**src/rtl/rdata_arb_mux.sv**
```systemverilog
// rdata_arb_mux: AXI read-data multiplexer for one master port.
// Routes R beats from NUM_S slaves whose RID master-select field matches
// 'sel'. Arbitration is round-robin and the grant is held for a whole burst,
// so the beats of different bursts are never interleaved. An optional output
// register stage can be placed between the arbiter and the master.
`timescale 1ns/1ps

module rdata_arb_mux #(
  parameter int NUM_S   = 4,
  parameter int ID_W    = 4,
  parameter int DATA_W  = 32,
  parameter int SEL_W   = 2,
  parameter int OUT_REG = 1
) (
  input  logic                     aclk,
  input  logic                     areset,
  input  logic [SEL_W-1:0]         sel,
  input  logic [NUM_S*ID_W-1:0]    rid_s,
  input  logic [NUM_S*DATA_W-1:0]  rdata_s,
  input  logic [NUM_S-1:0]         rlast_s,
  input  logic [NUM_S*2-1:0]       rresp_s,
  input  logic [NUM_S-1:0]         rvalid_s,
  output logic [NUM_S-1:0]         rready_s,
  output logic [ID_W-1:0]          rid_m,
  output logic [DATA_W-1:0]        rdata_m,
  output logic                     rlast_m,
  output logic [1:0]               rresp_m,
  output logic                     rvalid_m,
  input  logic                     rready_m,
  output logic [NUM_S-1:0]         grant,
  output logic                     burst_active
);

  localparam int IDX_W = (NUM_S > 1) ? $clog2(NUM_S) : 1;

  typedef enum logic {
    ST_IDLE,
    ST_LOCK
  } state_t;

  state_t           state_q, state_d;
  logic [IDX_W-1:0] rr_ptr_q, rr_ptr_d;
  logic [IDX_W-1:0] gnt_idx_q, gnt_idx_d;

  logic [NUM_S-1:0] req;
  logic             hi_found, lo_found, pick_found;
  logic [IDX_W-1:0] hi_idx, lo_idx, pick_idx;

  logic             cur_active;
  logic [IDX_W-1:0] cur_idx;
  logic             cur_valid;
  logic             cur_last;
  logic [ID_W-1:0]  cur_rid;
  logic [DATA_W-1:0] cur_data;
  logic [1:0]       cur_resp;
  logic [NUM_S-1:0] sel_mask;

  logic             slave_ready;
  logic             handshake;

  // Index of the slave after idx, wrapping from the last slave back to 0.
  function automatic logic [IDX_W-1:0] next_idx(input logic [IDX_W-1:0] idx);
    if (idx == IDX_W'(NUM_S - 1)) begin
      return '0;
    end
    return idx + IDX_W'(1);
  endfunction

  // A slave requests only when it is valid and its RID targets this master.
  always_comb begin
    req = '0;
    for (int i = 0; i < NUM_S; i++) begin
      req[i] = rvalid_s[i] && (rid_s[i*ID_W + ID_W - 1 -: SEL_W] == sel);
    end
  end

  // Round-robin pick: lowest requester at or above rr_ptr, else lowest overall.
  always_comb begin
    hi_found = 1'b0;
    hi_idx   = '0;
    lo_found = 1'b0;
    lo_idx   = '0;
    for (int i = NUM_S - 1; i >= 0; i--) begin
      if (req[i]) begin
        lo_found = 1'b1;
        lo_idx   = IDX_W'(i);
        if (IDX_W'(i) >= rr_ptr_q) begin
          hi_found = 1'b1;
          hi_idx   = IDX_W'(i);
        end
      end
    end
    pick_found = lo_found;
    pick_idx   = hi_found ? hi_idx : lo_idx;
  end

  // The routed slave is the frozen grant while locked, else the fresh pick.
  always_comb begin
    if (state_q == ST_LOCK) begin
      cur_active = 1'b1;
      cur_idx    = gnt_idx_q;
    end else begin
      cur_active = pick_found;
      cur_idx    = pick_idx;
    end
    cur_valid = 1'b0;
    cur_last  = 1'b0;
    cur_rid   = '0;
    cur_data  = '0;
    cur_resp  = '0;
    sel_mask  = '0;
    for (int i = 0; i < NUM_S; i++) begin
      if (cur_active && (cur_idx == IDX_W'(i))) begin
        sel_mask[i] = 1'b1;
        cur_valid   = rvalid_s[i];
        cur_last    = rlast_s[i];
        cur_rid     = rid_s[i*ID_W +: ID_W];
        cur_data    = rdata_s[i*DATA_W +: DATA_W];
        cur_resp    = rresp_s[i*2 +: 2];
      end
    end
    handshake = cur_valid && slave_ready && !areset;
  end

  assign grant        = areset ? '0 : sel_mask;
  assign rready_s     = areset ? '0 : (sel_mask & {NUM_S{slave_ready}});
  assign burst_active = (state_q == ST_LOCK);

  // Arbiter next state: lock on a non-last first beat, release on the last beat.
  always_comb begin
    state_d   = state_q;
    rr_ptr_d  = rr_ptr_q;
    gnt_idx_d = gnt_idx_q;
    case (state_q)
      ST_IDLE: begin
        if (handshake) begin
          if (cur_last) begin
            rr_ptr_d = next_idx(cur_idx);
          end else begin
            state_d   = ST_LOCK;
            gnt_idx_d = cur_idx;
          end
        end
      end
      ST_LOCK: begin
        if (handshake && cur_last) begin
          state_d   = ST_IDLE;
          rr_ptr_d  = next_idx(gnt_idx_q);
          gnt_idx_d = '0;
        end
      end
      default: begin
        state_d   = ST_IDLE;
        gnt_idx_d = '0;
      end
    endcase
  end

  // Arbiter state register; reset aborts any burst and restarts from slave 0.
  always_ff @(posedge aclk or posedge areset) begin
    if (areset) begin
      state_q   <= ST_IDLE;
      rr_ptr_q  <= '0;
      gnt_idx_q <= '0;
    end else begin
      state_q   <= state_d;
      rr_ptr_q  <= rr_ptr_d;
      gnt_idx_q <= gnt_idx_d;
    end
  end

  generate
    if (OUT_REG != 0) begin : g_reg
      logic              out_valid_q;
      logic [ID_W-1:0]   out_rid_q;
      logic [DATA_W-1:0] out_data_q;
      logic              out_last_q;
      logic [1:0]        out_resp_q;

      // The slot can take a new beat when empty or when it drains this cycle.
      assign slave_ready = !out_valid_q || rready_m;

      // One-entry skid: capture on slave handshake, hold until master accepts.
      always_ff @(posedge aclk or posedge areset) begin
        if (areset) begin
          out_valid_q <= 1'b0;
          out_rid_q   <= '0;
          out_data_q  <= '0;
          out_last_q  <= 1'b0;
          out_resp_q  <= '0;
        end else if (handshake) begin
          out_valid_q <= 1'b1;
          out_rid_q   <= cur_rid;
          out_data_q  <= cur_data;
          out_last_q  <= cur_last;
          out_resp_q  <= cur_resp;
        end else if (rready_m) begin
          out_valid_q <= 1'b0;
        end
      end

      assign rvalid_m = out_valid_q;
      assign rid_m    = out_rid_q;
      assign rdata_m  = out_data_q;
      assign rlast_m  = out_last_q;
      assign rresp_m  = out_resp_q;
    end else begin : g_comb
      logic pass_valid;

      assign slave_ready = rready_m;
      assign pass_valid  = cur_valid && !areset;

      assign rvalid_m = pass_valid;
      assign rid_m    = pass_valid ? cur_rid  : '0;
      assign rdata_m  = pass_valid ? cur_data : '0;
      assign rlast_m  = pass_valid && cur_last;
      assign rresp_m  = pass_valid ? cur_resp : '0;
    end
  endgenerate

endmodule

```
**config.mk**
```make
export PLATFORM = sky130hd
export DESIGN_NAME = rdata_arb_mux
export DESIGN_NICKNAME = d
export VERILOG_FILES = /design/src/rtl/rdata_arb_mux.sv
export SDC_FILE = /design/constraint.sdc
export NUM_CORES = 1
export LEC_CHECK = 0
export CAP_MARGIN = 5
export CORE_MARGIN = 1
export CORE_UTILIZATION = 34
export CTS_CLUSTER_DIAMETER = 120
export DETAILED_ROUTE_END_ITERATION = 16
export GPL_ROUTABILITY_DRIVEN = 0
export PLACE_DENSITY_LB_ADDON = 0.12
export RECOVER_POWER = 25
export SKIP_CTS_REPAIR_TIMING = 1
export SLEW_MARGIN = 40
export SYNTH_ARGS = -nofsm -noshare
export SYNTH_HDL_FRONTEND = slang
export SYNTH_SLANG_ARGS = --single-unit
export TNS_END_PERCENT = 30
```
**constraint.sdc**
```tcl
create_clock -name aclk -period 3.4 [get_ports aclk]
set_clock_uncertainty 0.2 [all_clocks]
set_input_delay 0.34 -clock aclk [delete_from_list [all_inputs] [get_ports aclk]]
set_output_delay 0.34 -clock aclk [all_outputs]
set_load 0.01 [all_outputs]
```
**After elaboration in Yosys (flattened, before gate mapping)**

Cells that the tools add are included.

- Input bits: 165
- Flip-flop bits (word level): 45
- Word-level logic and storage cells: 124

- Muxes and demuxes: 78
- Bitwise operators: 2
- Reductions and logical operators: 18
- Equality and inequality tests: 12
- Add/subtract/negate cells: 2
- Magnitude comparators: 4

Operators with widths:

| cell | count |
|---|---|
| 32-bit two-way mux | 4 |
| 2-bit two-way mux | 28 |
| 1-bit two-way mux | 37 |
| 4-bit two-way mux | 6 |
| 1-bit logical AND | 11 |
| 2-bit == test | 4 |
| 2-bit case mux with 2 select lines | 2 |
| 2-bit == test (second input constant) | 3 |
| 2-bit inequality test (second input constant) | 3 |
| 3-bit AND reduction | 2 |
| 2-bit by 1-bit adder with 2-bit output (second input constant) | 2 |
| 4-bit AND | 1 |
| 1-bit by 2-bit greater-or-equal comparator with 1-bit output (first input constant) | 2 |
| 2-bit greater-or-equal comparator (first input constant) | 2 |
| 2-bit by 1-bit == test with 1-bit output (second input constant) | 1 |
| 1-bit logical NOT | 2 |
| 2-bit logical NOT | 1 |
| 2-bit by 1-bit inequality test with 1-bit output (second input constant) | 1 |
| 1-bit case mux with 2 select lines | 1 |
| 2-bit nonzero test | 1 |
| 1-bit logical OR | 1 |
| 1-bit NOT | 1 |

**Longest topological paths before layout**

Gate-level depths: netlist of the first run.

- Word-level depth: 25
- Mapped depth: 18
- Gate-level depth less buffers: 13

**Worst setup path after synthesis of the first run**

OpenSTA, ideal clock, no wires.

- Kind: input port to flip-flop
- Start: in sel[1]
- End: reg rr_ptr_q[0]
- Stages: 15
- Required time: 3.075 ns
- Data arrival time: 3.241 ns
- Slack: -0.166 ns
- Library setup time: 0.125 ns
- Cell sequence: buf_6 > xnor2_1 > and3_1 > o41ai_1 > a211o_1 > o21ai_0 > inv_1 > ha_1 > clkbuf_1 > a21oi_1 > a22oi_1 > or4_4 > buf_6 > nor2_4 > mux2_2

- Cells in the longest elaborated chain, start to end: 22
- Elaborated cells between the ends (all ways): 65
- Those cells by class: 1 x add/sub; 10 x eq/ne; 41 x mux; 13 x reduce/logical

Ends and longest elaborated chain:

| item | RTL line | text |
|---|---|---|
| from (decl) | 17 | `input logic [SEL_W-1:0] sel,` |
| 2-bit == test | 73 | `req[i] = rvalid_s[i] && (rid_s[i*ID_W + ID_W - 1 -: SEL_W] == sel);` |
| 1-bit logical AND | 73 |  |
| 2-bit two-way mux / 1-bit two-way mux (equally long branches) | 84 | `if (req[i]) begin` |
| 2-bit two-way mux / 1-bit two-way mux (equally long branches) | 87 | `if (IDX_W'(i) >= rr_ptr_q) begin` |
| 2-bit two-way mux / 1-bit two-way mux (equally long branches) | 84 |  |
| 2-bit two-way mux / 1-bit two-way mux (equally long branches) | 87 |  |
| 2-bit two-way mux / 1-bit two-way mux (equally long branches) | 84 |  |
| 2-bit two-way mux / 1-bit two-way mux (equally long branches) | 87 |  |
| [2 not listed] | -- |  |
| 2-bit two-way mux | 99 | `if (state_q == ST_LOCK) begin` |
| 2-bit logical NOT | 113 | `if (cur_active && (cur_idx == IDX_W'(i))) begin` |
| 1-bit logical AND | 113 |  |
| 1-bit two-way mux (4 in a row) | 113 |  |
| 1-bit logical AND (2 in a row) | 122 | `handshake = cur_valid && slave_ready && !areset;` |
| 1-bit logical AND | 146 | `if (handshake && cur_last) begin` |
| 2-bit by 1-bit inequality test with 1-bit output (no line) | -- |  |
| 3-bit AND reduction (no line) | -- |  |
| to (signal assigned) | 167 | `rr_ptr_q <= rr_ptr_d;` |
| to (decl) | 42 | `logic [IDX_W-1:0] rr_ptr_q, rr_ptr_d;` |

Parallel ways exist; a longest one is shown, timed or not. The select of a mux whose other input is x is not followed.
A chain may end at the register's enable or synchronous reset.

**Worst setup path in the final report of the first run**

- Start: reg rr_ptr_q[1]
- End: reg rr_ptr_q[1]

- Cells in the longest elaborated chain, start to end: 22
- Elaborated cells between the ends (all ways): 54
- Those cells by class: 1 x add/sub; 4 x order compare; 6 x eq/ne; 34 x mux; 9 x reduce/logical

Ends and longest elaborated chain:

| item | RTL line |
|---|---|
| 2-bit greater-or-equal comparator | 87 |
| 2-bit two-way mux / 1-bit two-way mux (equally long branches) | 87 |
| 2-bit two-way mux / 1-bit two-way mux (equally long branches) | 84 |
| 2-bit two-way mux / 1-bit two-way mux (equally long branches) | 87 |
| 2-bit two-way mux / 1-bit two-way mux (equally long branches) | 84 |
| 2-bit two-way mux / 1-bit two-way mux (equally long branches) | 87 |
| 2-bit two-way mux / 1-bit two-way mux (equally long branches) | 84 |
| 2-bit two-way mux / 1-bit two-way mux (equally long branches) | 87 |
| [2 not listed] | -- |
| 2-bit two-way mux * | 99 |
| 2-bit logical NOT | 113 |
| 1-bit logical AND | 113 |
| 1-bit two-way mux (4 in a row) | 113 |
| 1-bit logical AND (2 in a row) | 122 |
| 1-bit logical AND | 146 |
| 2-bit by 1-bit inequality test with 1-bit output (no line) | -- |
| 3-bit AND reduction (no line) | -- |

Mark *: on every way between the ends. The rest lies on a longest branch, timed or not. The select of a mux whose other input is x is not followed.

==> metrics.csv, run 1 <==
stage,metric,value,unit
sta,slew_viol_final,46,
grt,grt_pass1_wl,17490,um
finish,multi_input_area,0.002227,sq mm
logic_synthesis,avgSynthCellArea,8.276,sq um
finish,n_fill_cell,808,
floorplanning,dieHeight,100.9,um
status,violations,"capacitance limit, slew limit, setup timing",
detailed_routing,vias,4010,
detailed_routing,drt_wl_total,12650,um
sta,relSlewSlack,-34.06,%
clock_network,tritoncts,built,
detailed_routing,drt_iter0_drc,143,
sta,fin_ws,-0.03135,ns
finish,drive_above_1_share,17.25,%
logic_synthesis,ys_warn_count,0,
setup_path,worstSetupPathType,register to register,
floorplanning,die-width,100.9,um
detailed_routing,drc,0,
grt,grt_pass1_vias,3635,
setup_path,required,3.38,ns
logic_synthesis,synth_edf_count,0,
detailed_routing,via_per_inst,5.311,
setup_path,crit_arrival,3.41,ns
sta,tightest_slew,2.000,ns
grt,grt.overflow.total,0,
floorplanning,die_area,0.01018,sq mm
power,ir_drop,371.2,uV
grt,globalRouteMet3Util,5.201,%
floorplanning,rows,35,
logic_synthesis,synthFlopType,dfrtp_1,
logic_synthesis,seq_area_frac_synth,33.85,%
grt,grt_max_degree,46,
logic_synthesis,synth_nets,572,
setup_path,critPathLaunchType,register,
clock_network,cts_max_level,2,
grt,grt_util_met1,25.62,%
floorplanning,ioPinCount,214,
setup_path,worstPathCellList,"or2_2, o21ai_0, a211o_1, o21ai_4, inv_1, buf_4, ha_4, nand2_1, o21ai_2, a22oi_2, or4_4, nor2_4, mux2_2",
detailed_routing,ant_nets,0,
floorplanning,start_util,35.50,%
finish,post-route-util,66.68,%
clock_network,clock_latency,0.28,ns
setup_path,crit_path_top_delay_cell,or4_4,
clock_network,clkTransAtPathRegs,0.08,ns
sta,final.period_utilization,100.9,%
grt,grtUsageTotal,21.63,%
logic_synthesis,syn_inst,402,
sta,max_freq,0.2914,GHz
clock_network,root_buffer,clkbuf_8,
finish,synthToLayoutAreaGrowth,87.81,%
grt,top_usage_layer,met2,
flow_run,cap_violations,1,
setup_path,max_stage_delay,0.63,ns
setup_path,crit_fanout,6,
placement,port_buffers,213,
finish,seq_area,0.001127,sq mm
finish,diodes,0,
logic_synthesis,async_flop_share,100.0,%
clock_network,clock_path_buffers,2,
sta,rsz0062_at_grt,yes,
status,status,"finished, violations left",
detailed_routing,wire_per_inst,16.76,um
logic_synthesis,ys_seq_elements,45,
hold_path,hold_class,register to register,
finish,nets,795,
clock_network,clkSinkCount,45,
setup_path,worst-r2r-setup-slack,-0.03,ns
setup_path,cp-end-kind,register,
placement,hpwl,9166,um
sta,setup_viol,3,
grt,grtUsageMet2,40.31,%
power,power_density,770.2,mW/mm^2
finish,finalInstanceArea,0.006248,sq mm
logic_synthesis,synth_area,0.003327,sq mm
sta,period_needed,3.431,ns
clock_network,numCtsBuffers,5,
placement,dp_cells,738,
power,power.leakage,2.603,nW
sta,setup_tns,-0.06283,ns
floorplanning,core_area,0.009371,sq mm
placement,post_dp_cell_area,0.005705,sq mm
finish,stdcell_count,755,
logic_synthesis,synth.distinct_cells,39,
grt,antenna_found_initial,0,
detailed_routing,first_pass_iters,5,
sta,finalHoldViolCount,0,
-- worst max-delay path: cells and delay by family (launching register included) --
kind	cells	cell delay [ns]
buffers and inverters	2	0.26
multiplexers	1	0.34
AO/OA/AOI/OAI	5	0.73
flip-flops	1	0.46
adder cells (fa/ha/maj)	1	0.14
AND/OR/NAND/NOR	4	1.19
-- kinds of logic after synthesis --
logic type	after synthesis	synth area share (%)
simple gates	150	23.32
compound gates	136	28.85
buf+inv	50	7.522
flops	45	33.85
xor+xnor	10	2.633
mux	6	1.956
fa+ha+maj	5	1.880
-- state kept, by name (all words and copies together), names as in the netlist --
register	flops
rlast_m	1
rvalid_m	1
rdata_m	32
burst_active	1
rr_ptr_q	2
rresp_m	2
gnt_idx_q	2
rid_m	4
-- area by class of cell --
| class | instances | share of cell area [%] |
|---|---|---|
| timing repair buffer | 259 | 41.81 |
| multi-input combinational | 308 | 35.64 |
| sequential | 45 | 18.04 |
| tap | 129 | 2.583 |
| clock buffer | 6 | 1.322 |
| inverter | 6 | 0.3805 |
| clock inverter | 2 | 0.2203 |
-- placed cells by master (no fill, tap or decap), types with 2 or more instances in the layout --
cell type,netlist,routed
clkdlybuf4s50_1,0,196
nand2_1,45,45
dfrtp_1,45,44
a21oi_1,41,41
nor2b_1,40,39
a221oi_1,37,37
nor3_1,39,37
buf_4,0,34
o31ai_1,39,22
o31ai_2,0,17
dlymetal6s2s_1,0,15
and2_1,8,8
clkbuf_8,0,6
buf_6,8,6
nor2_1,5,5
o21ai_0,7,5
xnor2_1,8,4
xnor2_2,0,4
mux2_2,4,4
inv_1,6,3
ha_4,0,3
clkbuf_16,0,3
inv_2,0,2
or4_4,1,2
nand2b_1,2,2
a21o_1,2,2
mux2i_1,2,2
nand4_1,2,2
buf_12,0,2
-- worst paths after layout --
path	start	endpoint	cells past startpoint
setup / recovery	rr_ptr_q[1]	rr_ptr_q[1]	13
hold reg to reg	rdata_m[26]	rdata_m[26]	2
max in group asynchronous	areset	rr_ptr_q[0]	2
min in group asynchronous	areset	rlast_m	2
hold / removal	rdata_m[26]	rdata_m[26]	2
setup reg to reg	rr_ptr_q[1]	rr_ptr_q[1]	13
-- per-stage QoR --
step / worst slack (ns) / total power [mW] / hold slack (ns)
2_1_floorplan: 0.0003355 / 2.876 / 0.3033
3_3_place_gp: -0.3866 / 4.012 / 0.2598
3_5_place_dp: -0.6489 / 4.080 / 0.2656
4_1_cts: -0.3866 / 4.426 / 0.2852
5_1_grt: -0.1486 / 5.196 / 0.3076
6_report: -0.03135 / 4.813 / 0.2822
-- synthesized netlist by cell type, drive strengths merged, types with 2 or more instances --
master | count | area, sq um
a21oi | 41 | 205.2
o31ai | 39 | 292.8
inv | 6 | 22.52
and2 | 8 | 50.05
buf | 13 | 111.4
dfrtp | 45 | 1126
nand2b | 2 | 12.51
xnor2 | 8 | 70.07
nand4 | 2 | 12.51
nand2 | 45 | 168.9
ha | 5 | 62.56
a22oi | 2 | 15.01
mux2i | 2 | 20.02
a21o | 2 | 15.01
nor2b | 40 | 250.2
a221oi | 37 | 324.1
o21ai | 7 | 35.03
nor3 | 39 | 195.2
clkbuf | 31 | 116.4
nand3 | 2 | 10.01
nor2 | 6 | 30.03
mux2 | 4 | 45.04
nor4 | 2 | 12.51
xor2 | 2 | 17.52
-- power by group --
| group | switching [mW] | internal, mW | total [mW] | leakage [nW] |
|---|---|---|---|---|
| clock | 0.173 | 0.165 | 0.338 | 0.0512 |
| combinational | 1.81 | 1.77 | 3.57 | 1.98 |
| sequential | 0.137 | 0.767 | 0.904 | 0.567 |
| total | 2.12 | 2.70 | 4.81 | 2.60 |
-- per-layer routing --
metal | share of wire (%) | vias up
li1 | - | 1949
met1 | 41 | 1896
met2 | 51 | 155
met3 | 7.7 | 10
met4 | 0.70 | 0
met5 | 0 | -
No activity file was read; power rests on OpenSTA's default activity.
==> inputs of run 2 (changes only) <==
- CORE_UTILIZATION: 34 -> 30
==> run 2 against run 1 <==
The flow finishes with violations (capacitance limit, slew limit); total power decreased by 1.4%; largest cell class unchanged; sequential cell count unchanged; global-route usage decreased by 1.3 points; via count decreased by 2.9%; sequential share of layout area increased by 0.30 points; critical path depth decreased by 2; sequential power decreased by 0.4%; worst setup slack improved by 0.040 ns; highest routed layer unchanged; final area decreased by 1.8%; critical endpoint is now grant[2].
==> metrics.csv, run 2 (synthesized netlist as in run 1, its figures left out) <==
stage,metric,value,unit,change
placement,post_dp_cell_area,0.005762,sq mm,+0.99%
power,ir_drop,524.3,uV,+41%
clock_network,tritoncts,built,,
finish,multi_input_area,0.002118,sq mm,-4.9%
sta,final.period_utilization,99.74,%,-1.2 points
status,status,"finished, violations left",,
finish,seq_area,0.001126,sq mm,-0.11%
finish,drive_above_1_share,14.08,%,-3.2 points
finish,post-route-util,56.63,%,-10 points
grt,grt_pass1_wl,18510,um,+5.8%
finish,final_common_cell,clkdlybuf4s50_1,,
clock_network,cts_max_level,2,,unchanged
sta,period_needed,3.391,ns,-0.04023 ns
detailed_routing,drc,0,,unchanged
detailed_routing,drt_wl_total,12290,um,-2.9%
finish,finalInstanceArea,0.006138,sq mm,-1.8%
flow_run,cap_violations,1,,unchanged
placement,port_buffers,213,,unchanged
finish,diodes,0,,unchanged
floorplanning,die_area,0.01152,sq mm,+13%
setup_path,required,2.86,ns,-0.52 ns
setup_path,worstSetupPathType,primary input to output port,,
clock_network,numCtsBuffers,5,,unchanged
clock_network,clkTransAtPathRegs,0.08,ns,about the same
grt,grt_max_degree,54,,+17%
detailed_routing,wire_per_inst,16.06,um,-4.2%
clock_network,clock_path_buffers,2,,unchanged
setup_path,max_stage_delay,0.53,ns,-0.10 ns
sta,finalHoldViolCount,0,,unchanged
floorplanning,die-width,107.3,um,+6.3%
sta,slew_viol_final,46,,unchanged
placement,hpwl,9394,um,+2.5%
sta,relSlewSlack,-14.61,%,+19 points
power,finalPower,4.743,mW,-1.4%
floorplanning,core_area,0.01084,sq mm,+16%
clock_network,clkSinkCount,45,,unchanged
grt,grt_pass1_vias,3799,,+4.5%
detailed_routing,via_per_inst,5.092,,-4.1%
floorplanning,ioPinCount,214,,unchanged
detailed_routing,drt_iter0_drc,201,,+41%
status,violations,"capacitance limit, slew limit",,
clock_network,root_buffer,clkbuf_8,,
detailed_routing,first_pass_iters,4,,-1
finish,final_cell_mix,"197 x clkdlybuf4s50_1, 45 x nand2_1, 45 x dfrtp_1",,
setup_path,critPathLaunchType,primary input,,
sta,setup_viol,0,,-3
grt,antenna_found_initial,0,,unchanged
finish,synthToLayoutAreaGrowth,84.51,%,
floorplanning,start_util,30.69,%,-4.8 points
power,power.leakage,2.570,nW,-1.3%
hold_path,hold_class,register to register,,
sta,max_freq,0.2949,GHz,+1.2%
floorplanning,rows,38,,+8.6%
floorplanning,dieHeight,107.3,um,+6.3%
setup_path,crit_fanout,31,,+25
setup_path,critPathTopFamily,buffers and inverters,,
detailed_routing,ant_nets,0,,unchanged
clock_network,clock_latency,0.29,ns,about the same
setup_path,crit_path_top_delay_cell,clkdlybuf4s50_1,,
grt,grtUsageTotal,20.32,%,-1.3 points
setup_path,crit_arrival,2.85,ns,-0.56 ns
grt,grt.overflow.total,0,,unchanged
finish,largest_register_ffs,32,,unchanged
setup_path,worstPathCellList,"clkdlybuf4s50_1, inv_1, nor3_1, a311oi_2, nor3_2, a21o_1, buf_4, ha_4, buf_12, and2_1, clkdlybuf4s50_1",,
setup_path,cp_num_buf_inv,5,,+3
sta,tightest_slew,1.717,ns,-0.2827 ns
power,power_density,772.7,mW/mm^2,+0.32%
setup_path,cp_common_cell,clkdlybuf4s50_1,,
setup_path,cp-end-kind,output port,,
finish,nets,794,,-0.13%
finish,n_fill_cell,1005,,+24%
detailed_routing,vias,3895,,-2.9%
-- run 2: path summary, 6_finish.rpt --
path / startpoint / slack, ns / cells after the start / end
max: rvalid_s[2] / 0.009 / 11 / grant[2]
min: rlast_m / 0.28 / 1 / rlast_m
max reg2reg: rr_ptr_q[1] / 0.18 / 13 / rr_ptr_q[1]
min reg2reg: rlast_m / 0.28 / 1 / rlast_m
max in group asynchronous: areset / 1.06 / 2 / rdata_m[11]
min in group asynchronous: areset / 0.94 / 2 / rdata_m[4]
-- run 2: report_power, final --
| group | switching [mW] | leakage, nW | internal [mW] | total, mW |
|---|---|---|---|---|
| sequential | 0.135 | 0.568 | 0.766 | 0.900 |
| combinational | 1.69 | 1.94 | 1.73 | 3.42 |
| clock | 0.182 | 0.0585 | 0.240 | 0.422 |
| total | 2.01 | 2.57 | 2.74 | 4.74 |
-- run 2: metrics by stage --
| stage | TNS [ns] | hold slack, ns | std cells | setup slack, ns |
|---|---|---|---|---|
| final | 0 | 0.2801 | 765 | 0.008881 |
| after global routing | -0.7224 | 0.2986 | 765 | -0.1096 |
| after CTS | -5.671 | 0.2845 | 761 | -0.3017 |
| after detailed placement | -19.59 | 0.2647 | 753 | -0.4903 |
| after global placement | -14.73 | 0.2588 | 753 | -0.3671 |
| after floorplan | 0 | 0.3033 | 402 | 0.0003355 |
-- run 2: area by class of cell --
cell class | count | share of cell area [%]
clock buffer | 7 | 1.406
clock inverter | 1 | 0.4892
inverter | 6 | 0.3669
multi-input combinational | 307 | 34.51
sequential | 45 | 18.34
tap | 140 | 2.854
timing repair buffer | 259 | 42.03
-- run 2: layer usage --
metal  share of wire, %  track usage (%)  wire [um]
met5                  0                0          0
met4               0.59            3.523         73
met3                6.9            4.722        844
met2                 49            36.54       5987
met1                 44            24.87       5382
==> inputs of run 3 (changes only) <==
- SKIP_CTS_REPAIR_TIMING: 1 -> unset
==> run 3 against run 2 <==
The flow still finishes with violations (capacitance limit, slew limit); sequential power rose by 0.6%; global-route usage rose by 0.50 points; combinational power barely moved; sequential share of layout area fell by 0.13 points; register-to-register slack got worse by 0.07 ns; clock-buffer cell count did not move; core utilization rose by 0.40 points.
==> metrics.csv, run 3 (synthesized netlist as in run 1, its figures left out) <==
stage,metric,value,unit,change
detailed_routing,first_pass_iters,4,,unchanged
power,switchingPower,2.015,mW,+0.48%
clock_network,numCtsBuffers,5,,unchanged
detailed_routing,wire_per_inst,16.13,um,+0.40%
floorplanning,core_area,0.01084,sq mm,unchanged
finish,nets,801,,+0.88%
setup_path,max_stage_delay,0.58,ns,+0.05 ns
setup_path,worst-r2r-setup-slack,0.11,ns,-0.07 ns
clock_network,clock_latency,0.29,ns,about the same
setup_path,required,3.38,ns,+0.52 ns
sta,finalHoldViolCount,0,,unchanged
setup_path,cp_num_buf_inv,3,,-2
finish,largest_register_ffs,32,,unchanged
sta,relSlewSlack,-15.08,%,-0.47 points
setup_path,crit_fanout,4,,-87%
setup_path,worstPathCellList,"dlygate4sd2_1, buf_4, xor2_4, nor3_1, a311oi_2, nor3_2, a21o_1, inv_2, ha_4, o21ai_2, a22oi_2, or4_4, nor2_4, mux2_2",,
finish,final_common_cell,clkdlybuf4s50_1,,
sta,setup_tns,0,ns,unchanged
setup_path,crit_arrival,3.34,ns,+0.49 ns
detailed_routing,drc,0,,unchanged
placement,port_buffers,213,,unchanged
grt,grtUsageTotal,20.82,%,+0.50 points
power,finalPower,4.768,mW,+0.52%
finish,synthToLayoutAreaGrowth,85.82,%,
sta,slew_viol_final,46,,unchanged
floorplanning,start_util,30.69,%,unchanged
clock_network,clock_path_buffers,2,,unchanged
sta,setup_viol,0,,unchanged
floorplanning,rows,38,,unchanged
detailed_routing,vias,3939,,+1.1%
power,clkPwrFrac,8.9,%,about the same
grt,grt_pass1_wl,18870,um,+2.0%
clock_network,clkTransAtPathRegs,0.08,ns,about the same
setup_path,crit_path_top_delay_cell,or4_4,,
hold_path,hold_class,register to register,,
power,power.internal,2.753,mW,+0.55%
placement,post_dp_cell_area,0.005762,sq mm,unchanged
setup_path,critPathTopFamily,simple AND/OR/NAND/NOR gates,,
grt,grt.overflow.total,0,,unchanged
power,power_density,771.3,mW/mm^2,-0.19%
sta,tightest_slew,1.724,ns,+0.007080 ns
clock_network,root_buffer,clkbuf_8,,
setup_path,critPathLaunchType,primary input,,
finish,final_cell_mix,"195 x clkdlybuf4s50_1, 45 x nand2_1, 45 x dfrtp_1, 45 x buf_4, 40 x a21oi_1",,
finish,diodes,0,,unchanged
detailed_routing,via_per_inst,5.102,,+0.21%
floorplanning,die_area,0.01152,sq mm,unchanged
placement,dp_slack,-0.4903,ns,unchanged
clock_network,clkSinkCount,45,,unchanged
detailed_routing,ant_nets,0,,unchanged
sta,fin_ws,0.04110,ns,+0.03222 ns
power,ir_drop,441.2,uV,-16%
status,violations,"capacitance limit, slew limit",,
placement,hpwl,9394,um,unchanged
grt,grt_max_degree,54,,unchanged
sta,period_needed,3.359,ns,-0.03222 ns
finish,n_fill_cell,989,,-1.6%
detailed_routing,drt_iter0_drc,217,,+8.0%
finish,drive_above_1_share,15.19,%,+1.1 points
setup_path,cp-end-kind,register,,
sta,final.period_utilization,98.79,%,-0.95 points
grt,antenna_found_initial,0,,unchanged
finish,finalInstanceArea,0.006182,sq mm,+0.71%
grt,grt_pass1_vias,3857,,+1.5%
status,status,"finished, violations left",,
floorplanning,ioPinCount,214,,unchanged
clock_network,tritoncts,built,,
power,pwr-share-comb,72.2,%,about the same
flow_run,cap_violations,1,,unchanged
floorplanning,die-width,107.3,um,unchanged
clock_network,cts_max_level,2,,unchanged
detailed_routing,drt_wl_total,12450,um,+1.3%
sta,max_freq,0.2977,GHz,+0.96%
finish,post-route-util,57.03,%,+0.40 points
setup_path,worstSetupPathType,primary input to register,,
power,power.leakage,2.541,nW,-1.1%
power,p_sw_share,42.25,%,about the same
floorplanning,dieHeight,107.3,um,unchanged
power,pwr-share-seq,19.0,%,about the same
## run 3: cell type report
cell class	instances	area, sq um	share of cell area [%]
Inverter	6	22.52	0.3643
Multi-Input combinational cell	307	2135	34.53
Clock buffer	7	86.33	1.396
Sequential cell	45	1126	18.21
Tap cell	140	175.2	2.833
Clock inverter	1	30.03	0.4857
Timing Repair Buffer	266	2608	42.18
## run 3: metal layers
| metal | vias up | GRT usage (%) | share of wire [%] | wire length, um |
|---|---|---|---|---|
| met5 | - | 0 | 0 | 0 |
| met4 | 0 | 4.012 | 0.58 | 72 |
| li1 | 1952 | - | - | - |
| met1 | 1844 | 24.98 | 43 | 5349 |
| met3 | 7 | 4.782 | 6.7 | 829 |
| met2 | 136 | 37.93 | 50 | 6198 |
## run 3: stage by stage
stage                     instances  hold slack [ns]
after floorplan                 402           0.3033
after global placement          753           0.2588
after detailed placement        753           0.2647
after CTS                       765           0.2845
after global routing            772           0.2986
final                           772           0.2811
## run 3: path summary, 6_finish.rpt
| check | from | end | depth (start not counted) |
|---|---|---|---|
| setup / recovery | sel[0] | rr_ptr_q[1] | 14 |
| hold / removal | rdata_m[22] | rdata_m[22] | 2 |
| setup reg to reg | rr_ptr_q[1] | rr_ptr_q[1] | 12 |
| hold reg to reg | rdata_m[22] | rdata_m[22] | 2 |
| max in group asynchronous | areset | rdata_m[11] | 2 |
| min in group asynchronous | areset | rdata_m[4] | 2 |
## run 3: what timing repair did
action,4_1_cts,5_1_grt
resized for setup,27,33
setup endpoints to repair,51,51
buffers inserted,4,7
hold buffers,0,0
hold endpoints to repair,0,0
pin swaps,7,13
## run 3: worst min-delay path: stages (launching register included)
cell and delay [ns]:
dfrtp_1 0.35, nand2_1 0.05, o31ai_1 0.05
## run 3: power by group through the flow
| stage | Clock, mW | Sequential (mW) | Combinational (mW) |
|---|---|---|---|
| 3_5_place_dp | 0 | 0.910 | 3.24 |
| 3_3_place_gp | 0 | 0.903 | 3.20 |
| 6_report | 0.422 | 0.905 | 3.44 |
| 5_1_grt | 0.457 | 0.935 | 3.79 |
| 2_1_floorplan | 0 | 0.986 | 1.89 |
| 4_1_cts | 0.435 | 0.901 | 3.35 |
